`config.mk`:
```
export PLATFORM = sky130hd
export DESIGN_NAME = mul_pipe_ctrl
export DESIGN_NICKNAME = d
export VERILOG_FILES = /design/src/rtl/mul_pipe_ctrl_pkg.sv /design/src/rtl/alu.sv /design/src/rtl/mul_pipe_ctrl_mul_pipe.sv /design/src/rtl/mul_pipe_ctrl.sv
export SDC_FILE = /design/constraint.sdc
export NUM_CORES = 1
export LEC_CHECK = 0
export CAP_MARGIN = 15
export CORE_AREA = 4 4 226 228
export CTS_CLUSTER_DIAMETER = 30
export DETAILED_ROUTE_END_ITERATION = 16
export DIE_AREA = 0 0 230 232
export PLACE_DENSITY_LB_ADDON = 0.15
export SYNTH_ARGS = -nofsm -noshare
export SYNTH_HDL_FRONTEND = slang
export SYNTH_SLANG_ARGS = --single-unit
```
`constraint.sdc`:
```
create_clock -name clk -period 0.9 [get_ports clk]
set_clock_uncertainty 0.05 [all_clocks]
set_input_delay 0.225 -clock clk [delete_from_list [all_inputs] [get_ports clk]]
set_output_delay 0.225 -clock clk [all_outputs]
set_load 0.01 [all_outputs]
```
`src/rtl/mul_pipe_ctrl_pkg.sv`:
```
// Shared opcodes and defaults for the multiply pipeline controller.
// Pipelined multiply is enabled by defining MUL_PIPE_CTRL_MUL_PIPE_EN.
package mul_pipe_ctrl_pkg;

  localparam int MUL_STAGES_DEF = 5;
  localparam int REG_W_DEF = 5;

  localparam logic [6:0] OP_ADD = 7'h00;
  localparam logic [6:0] OP_SUB = 7'h20;
  localparam logic [6:0] OP_MUL = 7'h01;

  function automatic logic is_mul_op(
    input logic [6:0] op
  );
    return op == OP_MUL;
  endfunction

endpackage

```
`src/rtl/alu.sv`:
```
// Single-cycle ALU: ADD, SUB; any other opcode adds.
// Results wrap at 32 bits.
module alu
  import mul_pipe_ctrl_pkg::*;
(
  input  logic [6:0]  opcode,
  input  logic [31:0] a,
  input  logic [31:0] b,
  output logic [31:0] y
);

  always_comb begin
    y = a + b;
    unique case (1'b1)
      (opcode == OP_SUB): y = a - b;
      default:            y = a + b;
    endcase
  end

endmodule

```
`src/rtl/mul_pipe_ctrl_mul_pipe.sv`:
```
// Multiply stage registers: stage 1 holds a low partial product,
// stage 2 completes it, later stages carry the result.
module mul_pipe
  import mul_pipe_ctrl_pkg::*;
#(
  parameter int STAGES = MUL_STAGES_DEF,
  parameter int RW = REG_W_DEF
) (
  input  logic                     clk,
  input  logic                     rst_n,
  input  logic                     start,
  input  logic [31:0]              a,
  input  logic [31:0]              b,
  input  logic [RW-1:0]            rd,
  output logic [STAGES:1]          stage_valid,
  output logic [STAGES:1][RW-1:0]  stage_rd,
  output logic                     fin_valid,
  output logic [RW-1:0]            fin_rd,
  output logic [31:0]              fin_data
);

  logic [31:0] part [1:STAGES-1];
  logic [15:0] a_lo;
  logic [15:0] b_hi;
  logic [15:0] hi;

  // Only the low 16 bits of a*b[31:16] reach the low word.
  assign hi = a_lo * b_hi;

  always_ff @(posedge clk or negedge rst_n) begin
    if (!rst_n) begin
      stage_valid <= '0;
      stage_rd <= '0;
      a_lo <= '0;
      b_hi <= '0;
      for (int k = 1; k < STAGES; k++) begin
        part[k] <= '0;
      end
    end else begin
      stage_valid[1] <= start;
      stage_rd[1] <= rd;
      for (int k = 2; k <= STAGES; k++) begin
        stage_valid[k] <= stage_valid[k-1];
        stage_rd[k] <= stage_rd[k-1];
      end
      part[1] <= a * {16'h0, b[15:0]};
      a_lo <= a[15:0];
      b_hi <= b[31:16];
      for (int k = 2; k < STAGES; k++) begin
        if (k == 2) begin
          part[k] <= part[1] + {hi, 16'h0};
        end else begin
          part[k] <= part[k-1];
        end
      end
    end
  end

  assign fin_valid = stage_valid[STAGES-1];
  assign fin_rd = stage_rd[STAGES-1];

  generate
    if (STAGES == 2) begin : g_short
      assign fin_data = part[1] + {hi, 16'h0};
    end else begin : g_long
      assign fin_data = part[STAGES-1];
    end
  endgenerate

endmodule

```
`src/rtl/mul_pipe_ctrl.sv`:
```
// EX-side multiply controller: ALU ops write back next cycle, MULs after
// MUL_STAGES cycles with interlocks (MUL_PIPE_CTRL_MUL_PIPE_EN).
module mul_pipe_ctrl
  import mul_pipe_ctrl_pkg::*;
#(
  parameter int MUL_STAGES = MUL_STAGES_DEF,
  parameter int REG_W = REG_W_DEF
) (
  input  logic             clk,
  input  logic             rst_n,
  input  logic             issue_valid,
  output logic             issue_ready,
  input  logic [6:0]       issue_opcode,
  input  logic [31:0]      issue_a,
  input  logic [31:0]      issue_b,
  input  logic [REG_W-1:0] issue_rs1,
  input  logic [REG_W-1:0] issue_rs2,
  input  logic [REG_W-1:0] issue_rd,
  output logic             wb_valid,
  output logic [REG_W-1:0] wb_rd,
  output logic [31:0]      wb_data,
  output logic             busy
);

  logic        is_mul;
  logic        accept;
  logic [31:0] alu_y;

  assign is_mul = is_mul_op(issue_opcode);
  assign accept = issue_valid & issue_ready;

  alu u_alu (
    .opcode (issue_opcode),
    .a      (issue_a),
    .b      (issue_b),
    .y      (alu_y)
  );

`ifdef MUL_PIPE_CTRL_MUL_PIPE_EN
  logic [MUL_STAGES:1]            sv;
  logic [MUL_STAGES:1][REG_W-1:0] srd;
  logic                           fin_valid;
  logic [REG_W-1:0]               fin_rd;
  logic [31:0]                    fin_data;
  logic                           raw;
  logic                           waw;
  logic                           port_hz;

  mul_pipe #(
    .STAGES (MUL_STAGES),
    .RW     (REG_W)
  ) u_mul (
    .clk         (clk),
    .rst_n       (rst_n),
    .start       (accept & is_mul),
    .a           (issue_a),
    .b           (issue_b),
    .rd          (issue_rd),
    .stage_valid (sv),
    .stage_rd    (srd),
    .fin_valid   (fin_valid),
    .fin_rd      (fin_rd),
    .fin_data    (fin_data)
  );

  always_comb begin
    raw = 1'b0;
    waw = 1'b0;
    for (int k = 1; k <= MUL_STAGES; k++) begin
      if (sv[k] && srd[k] != '0) begin
        if (srd[k] == issue_rs1 || srd[k] == issue_rs2) raw = 1'b1;
        if (srd[k] == issue_rd) waw = 1'b1;
      end
    end
  end

  // A MUL entering its last stage next edge owns the write port.
  assign port_hz = !is_mul && sv[MUL_STAGES-1];
  assign issue_ready = !issue_valid || !(raw || waw || port_hz);
  assign busy = |sv;

  always_ff @(posedge clk or negedge rst_n) begin
    if (!rst_n) begin
      wb_valid <= 1'b0;
      wb_rd <= '0;
      wb_data <= '0;
    end else if (fin_valid) begin
      wb_valid <= 1'b1;
      wb_rd <= fin_rd;
      wb_data <= fin_data;
    end else if (accept && !is_mul) begin
      wb_valid <= 1'b1;
      wb_rd <= issue_rd;
      wb_data <= alu_y;
    end else begin
      wb_valid <= 1'b0;
    end
  end
`else
  logic [31:0] prod;
  logic        unused_rs;

  assign prod = issue_a * issue_b;
  assign unused_rs = ^{issue_rs1, issue_rs2};
  assign issue_ready = 1'b1;
  assign busy = 1'b0;

  always_ff @(posedge clk or negedge rst_n) begin
    if (!rst_n) begin
      wb_valid <= 1'b0;
      wb_rd <= '0;
      wb_data <= '0;
    end else if (accept) begin
      wb_valid <= 1'b1;
      wb_rd <= issue_rd;
      wb_data <= is_mul ? prod : alu_y;
    end else begin
      wb_valid <= 1'b0;
    end
  end
`endif

endmodule
```
==> results.txt <==
The number of buffers added by the clock tree synthesis step came out at 5. The number of I/O port buffers came out at between 100 and 150. The latest clock arrival within the worst-skew pair came out at roughly 0.28 ns. Of all cell types, the one taking the most synthesized area is sky130_fd_sc_hd__fa_1.

The run finished, with violations left. Yosys attributes the largest share of cell area to sky130_fd_sc_hd__fa_1 (42%), sky130_fd_sc_hd__ha_1 (10%), sky130_fd_sc_hd__and2_1 (9.9%), sky130_fd_sc_hd__inv_1 (7.6%), sky130_fd_sc_hd__nand2_1 (5.4%). The worst register-to-register path ends at wb_data[23]. The startpoint kind of the worst setup timing path is an input port. Synthesis instantiated 60 different standard cells from the library.

The share of the synthesized area in the top cell type came out at 41.9%. The final critical path time including I/O delays and setup is 6.51 ns. The overall die width came out at 230 µm. The checks that failed: negative setup slack. The chip height came out at 232 µm. The endpoint kind of the worst setup timing path is a register. Pin placement for this block handled roughly 130 I/O pins. Counting flops with a built-in enable in the synthesized netlist gives 0. The first-pass iteration count of the detailed router is 5.

sky130_fd_sc_hd__fa_1 is the most common cell in the netlist. The compound-gate portion of the synthesized area came out at 6.85%. The via count of the first global-routing pass came out at 19547. The critical path contains buffers and inverters numbering 7 combined. The maximum level of the CTS H-tree came out at 2. The slowest stage of the critical path is the sky130_fd_sc_hd__fa_1 cell.

At the worst endpoint, the required time is 1.05 ns. The register bit count reported by yosys is 38. The net count of the mapped netlist came out at 2887. The number of vias in the routed layout came out at 17366. Counting stages on the worst path, the most repeated cell is sky130_fd_sc_hd__fa_1. After synthesis, the largest family of logic cells by area is adder cells. The clock slew at the register clock pins of the worst setup and hold paths came out at 0.06 ns. The startpoint identified for the worst register-to-register timing path is wb_data[23].

The routed via count divided by cell count is 5.02. The post-synthesis instance total came out at 2233. The half-perimeter wire length after placement is 54.3 mm. The reg-to-reg setup timing slack is -0.13 ns. Of the cells placed in the final design, the portion with a size suffix greater than 1 is ~36%. Summing the sequential cell areas from Yosys gives 4.87% of the chip area. The last weighted congestion value of the routability-driven placer is 0.918. The die covers 53400 µm². Counting cells, the worst reg-to-reg path comes to 2. By count the netlist is led by sky130_fd_sc_hd__fa_1 (409), sky130_fd_sc_hd__inv_1 (396), sky130_fd_sc_hd__and2_1 (309).

The first-pass GRT wire length came out at 111 mm. The critical path starts at issue_a[13]. The number of slew-limit violations in the final report came out at 0.

In this run the worst path has a maximum fanout of 5. The mean cell area of the mapped netlist came out at 8.74 µm². The adder and majority gate portion of the synthesized area came out at between 50% and 60%. In this run the worst setup path terminates at wb_data[28]. The initial antenna violation count came out at 0. For this run the aggregate overflow at the end of global routing stands at 0. In this design, the largest share of critical-path delay is due to adder cells. For this run, the top clock speed supported by timing is about 0.15 GHz. The residual DRC count is 0. For this design, the sink count on the clock tree is 38. After floorplanning, the core was divided into between 80 and 90 placement rows. The number of warnings printed during yosys synthesis came out at 0. The max-cap check violation count is 0. The number of cells in the design after placement came out at 3301. The synthesized area came out at 19500 µm². The critical path depth in cells came out at 25. In the final design database the tool counted 3446 nets. The pin count of the biggest net entering global routing came out at 31. Compared with the post-synthesis result, the final layout area differs by 45.7%. The initial core utilization is roughly 40%. The number of cells in the finished layout apart from fillers came out at 3458.

Across all setup checks in the final design, the least slack found is -5.61 ns. Setup violations remaining at the end of the flow were counted as 70. The iteration-0 DRC count of the detailed router is 1105. The maximum root-to-sink buffer count is 2.

The finished cells cover 28400 µm². CTS placed an instance of sky130_fd_sc_hd__clkbuf_16 at the clock tree root. The post-synthesis xor/xnor area fraction came out at 6.22%. The share of async-settable or async-resettable flops after synthesis is 100%. For the pin with the worst max-slew slack, the measured transition is around 0.56 ns. The worst hold path belongs to the class in -> reg. The average wire length per cell after detail routing came out at 20.3 µm. After layout, the worst path uses 724% of the clock period.

The final layout contains routed wiring with a total length of ~70 mm. The most instantiated flip-flop cell in the synthesis netlist is sky130_fd_sc_hd__dfrtp_1. The multiplexer area fraction after synthesis is 0.397%. Once detail routing completed, the nets flagged for antenna violations numbered 0. The simple-gate share of the synthesized area came out at 19.6%.

The critical path is of the in -> reg type. The data arrival time of the worst path came out at around 6.7 ns. The hold violation count in the final report is 0. TritonCTS built the clock tree. The post-place setup slack is -6.40 ns.

The overall global routing resource usage is between 20% and 30%. The core region area is 48800 µm². In this run the cell area measured after placement is 25100 µm². Measured against its own limit, the worst slew margin works out to 62.5%. Setup repair after global routing could not meet its margin everywhere. The peak per-stage delay on the critical path came out at 0.54 ns.
## sequential cells by signal (all words and copies together), names as in the netlist
signal    count
wb_data      32
wb_valid      1
wb_rd         5
## layer usage
metal  part of all wire (%)  global-route usage, %  vias to the layer above
li1                       -                      -                     7903
met1                     41                   35.2                     8858
met2                     49                   46.3                      486
met3                    6.3                   4.13                      119
met4                    3.6                   7.28                        0
met5                      0                      0                        -
## final cells by class
class / instances / area [µm²]
Sequential cell: 38 / 951
Fill cell: 4320 / 20400
Clock inverter: 3 / 45.0
Antenna cell: 1 / 2.50
Tap cell: 664 / 831
Clock buffer: 5 / 125
Multi-Input combinational cell: 1677 / 18400
Inverter: 396 / 1490
Timing Repair Buffer: 674 / 6610
## worst min path at each step
stage	endpoint	cells after the start	slack, ns	startpoint
final	wb_data[29]	3	0.24	issue_valid
after global placement	wb_valid	1	0.06	rst_n
after detailed placement	wb_valid	1	0.06	rst_n
after floorplan	wb_data[0]	0	-0.12	rst_n
after CTS	wb_data[29]	3	0.24	issue_valid
after global routing	wb_data[29]	3	0.24	issue_valid
## cell usage in the layout, fill, tap and decap left out, types with 9 or more instances in the layout
| cell | synthesis | final |
|---|---|---|
| sky130_fd_sc_hd__buf_6 | 1 | 107 |
| sky130_fd_sc_hd__nand3_1 | 17 | 13 |
| sky130_fd_sc_hd__xnor2_1 | 78 | 64 |
| sky130_fd_sc_hd__inv_1 | 396 | 344 |
| sky130_fd_sc_hd__ha_4 | 0 | 45 |
| sky130_fd_sc_hd__o31ai_1 | 9 | 9 |
| sky130_fd_sc_hd__a21o_1 | 11 | 11 |
| sky130_fd_sc_hd__bufbuf_16 | 0 | 10 |
| sky130_fd_sc_hd__nand2_1 | 281 | 265 |
| sky130_fd_sc_hd__nor2_1 | 69 | 61 |
| sky130_fd_sc_hd__a21oi_1 | 63 | 37 |
| sky130_fd_sc_hd__nor3_1 | 19 | 15 |
| sky130_fd_sc_hd__a31oi_1 | 17 | 14 |
| sky130_fd_sc_hd__and2_4 | 0 | 79 |
| sky130_fd_sc_hd__fa_1 | 409 | 352 |
| sky130_fd_sc_hd__a211oi_1 | 12 | 9 |
| sky130_fd_sc_hd__o21ai_0 | 48 | 24 |
| sky130_fd_sc_hd__o21ai_1 | 8 | 14 |
| sky130_fd_sc_hd__buf_8 | 0 | 16 |
| sky130_fd_sc_hd__a21oi_2 | 0 | 19 |
| sky130_fd_sc_hd__and2_1 | 309 | 230 |
| sky130_fd_sc_hd__buf_2 | 0 | 38 |
| sky130_fd_sc_hd__clkdlybuf4s50_1 | 0 | 15 |
| sky130_fd_sc_hd__xor2_1 | 58 | 50 |
| sky130_fd_sc_hd__o211ai_1 | 10 | 10 |
| sky130_fd_sc_hd__ha_1 | 156 | 109 |
| sky130_fd_sc_hd__fa_2 | 0 | 57 |
| sky130_fd_sc_hd__o21ai_2 | 0 | 13 |
| sky130_fd_sc_hd__buf_4 | 2 | 399 |
| sky130_fd_sc_hd__dlygate4sd2_1 | 0 | 13 |
| sky130_fd_sc_hd__inv_2 | 0 | 52 |
| sky130_fd_sc_hd__buf_12 | 0 | 59 |
| sky130_fd_sc_hd__dfrtp_1 | 38 | 38 |
## per-stage QoR
stage | utilization, % | hold slack [ns] | setup TNS, ns
6_report | 58.2 | 0.236 | -149.10
5_1_grt | 58.2 | 0.243 | -154.21
4_1_cts | 57.1 | 0.237 | -147.79
3_5_place_dp | 51.4 | 0.0562 | -179.29
3_3_place_gp | 51.4 | 0.0603 | -178.60
2_1_floorplan | - | -0.121 | -130.03
## worst register-to-register path, delay by kind of cell, from the launching register on
family	cells	cell delay (ns)
AOI/OAI and AO/OA	1	0.34
DFF	1	0.39
buffers and inverters	1	0.13
## timing repair
item / in CTS / in global routing
hold endpoints to repair: 8 / 0
cloned: 13 / 0
resized for setup: 730 / 142
hold buffers: 1 / 0
setup buffers: 122 / 30
setup endpoints to repair: 70 / 97
pin swaps: 253 / 161
## logic make-up (layout without fill, tap and decap cells)
logic type	Yosys count	in the layout
AO/OA/AOI/OAI	214	214
buffers and inverters	518	1078
flip-flops	38	38
AND/OR/NAND/NOR	752	752
multiplexers	7	7
XOR/XNOR	137	137
other	2	3
adder cells (fa/ha/maj)	565	565
Power is not shown: default switching activity piles up to over one toggle a cycle in this logic, so the estimate is an artifact.
==> RTL change 1, RTL diff (config.mk and constraints unchanged) <==
Change the package constant `REG_W_DEF` from 5 to 6.
--- a/src/rtl/mul_pipe_ctrl_pkg.sv
+++ b/src/rtl/mul_pipe_ctrl_pkg.sv
@@ -3,7 +3,7 @@
 package mul_pipe_ctrl_pkg;
 
   localparam int MUL_STAGES_DEF = 5;
-  localparam int REG_W_DEF = 5;
+  localparam int REG_W_DEF = 6;
 
   localparam logic [6:0] OP_ADD = 7'h00;
   localparam logic [6:0] OP_SUB = 7'h20;
Ports: changed (resized issue_rd, issue_rs1, issue_rs2 and wb_rd); port bits go from 129 to 133. The function was not compared with the original's and may differ.
==> RTL change 1 against the original RTL <==
- the run still ends with setup timing left
- setup slack got worse by 0.12 ns
- final area is 0.44% lower
- area after synthesis is 0.10% lower
- sequential cell count rose by 1
- routed wire length up 7.0%
- cell count shrank 1.2%
- utilization down 0.26 points
- critical endpoint is now wb_data[29]$_DFFE_PN0P_
Power is not shown: default switching activity piles up to over one toggle a cycle in this logic, so the estimate is an artifact.
==> RTL change 1: results <==
set metrics [dict create \
    antenna_cells 0 \
    dp_hpwl_um 55100 \
    cp_max_fo 4 \
    routabilityCongestion 0.970 \
    post-place-ws_ns -6.42 \
    fin_cells 3418 \
    port_buffers 118 \
    status "finished with violations" \
    rr_worst_depth 4 \
    drive_gt1_share_pct 35.0 \
    fin_setup_tns_ns -149.87 \
    clockRootBuffer "clkbuf_16" \
    drt_iter0_drc 1069 \
    grt_max_degree 40 \
    ys_seq_area_share_pct 5.00 \
    synthTopCellsByCount "409 x fa_1, 392 x inv_1, 314 x and2_1" \
    grt_pass1_vias 19300 \
    syn_nets 2870 \
    violations "setup timing" \
    grt_pass1_wl_um 115000 \
    r2r_slack_ns -0.10 \
    setup_viol 71 \
    dp.cells 3270 \
    finalWorstSetupSlack_ns -5.74 \
    fillers 4356 \
    vias 17500 \
    reg_top3 "wb_data (32), wb_rd (6), wb_valid (1)" \
    hp-class "in -> reg" \
    synth_area_per_cell_um2 8.81 \
    track_usage_pct 28.1 \
    crit_start "issue_b[7]" \
    synth_cell_types 66 \
]
-- RTL change 1: kinds of logic after synthesis --
| group | synth area share [%] |
|---|---|
| buffers and inverters | 9.99 |
| other | 0.0385 |
| AND/OR/NAND/NOR | 18.9 |
| multiplexers | 0.584 |
| XOR/XNOR | 6.20 |
| AO/OA/AOI/OAI | 7.28 |
| adder cells (fa/ha/maj) | 52.0 |
| flip-flops | 5.00 |
-- RTL change 1: final cells by class --
class / instances / area share, %
tap: 664 / 2.93
sequential: 39 / 3.46
clock inverter: 3 / 0.155
clock buffer: 5 / 0.442
timing repair buffer: 655 / 23.4
inverter: 392 / 5.21
multi-input combinational: 1660 / 64.4
-- RTL change 1: worst min-delay path by stage --
stage,start,end,slack (ns),cells after the start
global route,issue_valid,wb_valid$_DFF_PN0_,0.31,2
floorplan,rst_n,wb_data[0]$_DFFE_PN0P_,-0.12,0
detailed placement,rst_n,wb_rd[4]$_DFFE_PN0P_,0.17,2
finish,issue_valid,wb_valid$_DFF_PN0_,0.30,2
global placement,rst_n,wb_rd[4]$_DFFE_PN0P_,0.16,2
CTS,issue_valid,wb_valid$_DFF_PN0_,0.29,2
-- RTL change 1: what timing repair did --
action / in CTS / in global routing
hold endpoints to repair: 39 / 0
pin swaps: 188 / 223
buffers inserted: 108 / 35
hold buffers: 1 / 0
gates cloned: 19 / 6
gates resized for setup: 568 / 249
setup endpoints to repair: 71 / 71
-- RTL change 1: metal layers --
layer  track usage [%]  vias to the layer above  routed length (um)
met5                 0                        -                  15
met4              7.47                        2                2590
met3              3.24                      129                4770
met2              49.0                      597               36600
met1              37.4                     8958               31100
li1                  -                     7802                   -
-- RTL change 1: critical path, stage by stage --
cell	delay (ns)
buf_12	0.12
buf_8	0.12
and2_4	0.13
fa_1	0.55
fa_1	0.44
fa_1	0.54
inv_2	0.05
fa_1	0.51
inv_2	0.04
fa_1	0.54
inv_2	0.04
fa_1	0.52
inv_2	0.05
fa_2	0.55
fa_2	0.46
ha_4	0.23
a21o_1	0.15
a21o_1	0.18
a21oi_2	0.13
o21ai_1	0.07
a21o_1	0.21
a41oi_2	0.23
buf_4	0.16
a21boi_2	0.05
xnor2_1	0.18
buf_4	0.16
o221ai_2	0.08
-- RTL change 1: stage by stage --
stage / utilization, % / instance area, um^2
floorplan: - / 20300
global placement: 51.4 / 25100
detailed placement: 51.4 / 25100
CTS: 56.3 / 27500
global route: 58.0 / 28300
finish: 58.0 / 28300
==> RTL change 2, RTL diff (same settings) <==
Without the edit above. Add a define of `MUL_PIPE_CTRL_MUL_PIPE_EN`.
--- a/src/rtl/mul_pipe_ctrl.sv
+++ b/src/rtl/mul_pipe_ctrl.sv
@@ -1,5 +1,7 @@
 // EX-side multiply controller: ALU ops write back next cycle, MULs after
 // MUL_STAGES cycles with interlocks (MUL_PIPE_CTRL_MUL_PIPE_EN).
+`define MUL_PIPE_CTRL_MUL_PIPE_EN
+
 module mul_pipe_ctrl
   import mul_pipe_ctrl_pkg::*;
 #(
Behaviour: not the same (a bounded check fails within 4 cycles, from zero or initial values and one cycle with rst_n low).
==> RTL change 2 against the original RTL <==
- the run still ends with setup timing left
- critical path type is now reg -> reg
- non-clock buffer count is 203 higher
- setup slack improved by 0.57 ns
- critical path depth shrank 2
- area after synthesis increased by 33%
- routed wire length grew 42%
- final area up 38%
- sequential cell count increased by 190
- sequential share of layout area grew 11 points
- global-route usage is 7.9 points higher
- register-to-register slack got worse by 4.9 ns
- highest routed layer is now met5
Power is left out: the tool's default activity adds up to more than one toggle a clock period on the data nets, which glitch-free logic cannot reach.
==> RTL change 2: results <==
set metrics [dict create \
    rr_worst_depth 23 \
    port_buffers 128 \
    cp_max_fo 6 \
    max_flop_register "u_mul.part" \
    inv_count 491 \
    met2_length_um 46000 \
    synth_area_per_cell_um2 9.39 \
    setup_viol 127 \
    grt_pass1_vias 25700 \
    multi_input_area_share_pct 52.9 \
    violations "setup timing" \
    multi_input_gates 1932 \
    arrival_ns 6.37 \
    worstSetupPathType "reg -> reg" \
    clock_latency_ns 0.59 \
    slew_headroom_pct 69.3 \
    routabilityCongestion 0.974 \
    synthTopCellsByArea "fa_1 30%, dfrtp_1 22%, ha_1 7.8%, inv_1 7.1%, nand2_1 6.1%" \
    area_delta_synth_final_pct 50.6 \
    clk_share_pct 4.63 \
    grt_pass1_wl_um 143000 \
    place_area_um2 33100 \
    final_net_count 4219 \
    drtPass1Iterations 8 \
    timing.hold.ws_ns 0.0508 \
    synth_cell_types 71 \
    routed_wl_um 99300 \
    largest_register_ffs 96 \
    buf_share_pct 21.0 \
    grtUsageMet1_pct 43.7 \
    clockBufferDepth 3 \
    syn_nets 3408 \
    post-place-ws_ns -5.82 \
    drive_gt1_share_pct 38.9 \
    r2r-start "u_mul.a_lo[7]$_DFF_PN0_" \
    routed_via_density 5.63 \
    fin_setup_tns_ns -278.26 \
    synthTopCellsByCount "490 x inv_1, 420 x nand2_1, 386 x fa_1" \
    topRoutingLayerUsed "met5" \
    track_usage_pct 34.7 \
    met3_length_um 9520 \
    drt_iter0_drc 2199 \
    status "finished with violations" \
    r2r_end "u_mul.part[95]$_DFF_PN0_" \
    nNonClkBuffers 877 \
    clkSinkCount 228 \
    wl_per_cell_um 23.2 \
    dp_hpwl_um 65900 \
    grt_use_met2_pct 57.0 \
    finalWorstSetupSlack_ns -5.04 \
]
[RTL change 2: cell types whose count changed after synthesis, sizes merged, moves of 20 or more]
| cell | change |
|---|---|
| inv | +94 |
| and2 | -115 |
| dfrtp | +190 |
| xor2 | +33 |
| nor3 | +28 |
| clkbuf | -20 |
| xnor2 | +62 |
| o21ai | +21 |
| mux2i | +26 |
| nand2 | +140 |
| fa | -23 |
[RTL change 2: what timing repair did]
action / in CTS / in global routing
cloned: 15 / 2
hold endpoints to repair: 229 / 0
pin swaps: 224 / 247
gates resized for setup: 539 / 371
setup endpoints to repair: 127 / 127
hold buffers: 2 / 0
buffers inserted: 124 / 100
[RTL change 2: logic make-up (layout without fill, tap and decap cells)]
group / count (synthesis) / in the layout / synth area share [%]
flops: 228 / 228 / 21.9
simple gates: 841 / 841 / 15.6
compound gates: 284 / 284 / 6.97
fa+ha+maj: 549 / 549 / 37.5
other cells: 0 / 1 / 0
xor+xnor: 231 / 231 / 7.78
mux: 27 / 27 / 1.04
buf+inv: 610 / 1463 / 9.09
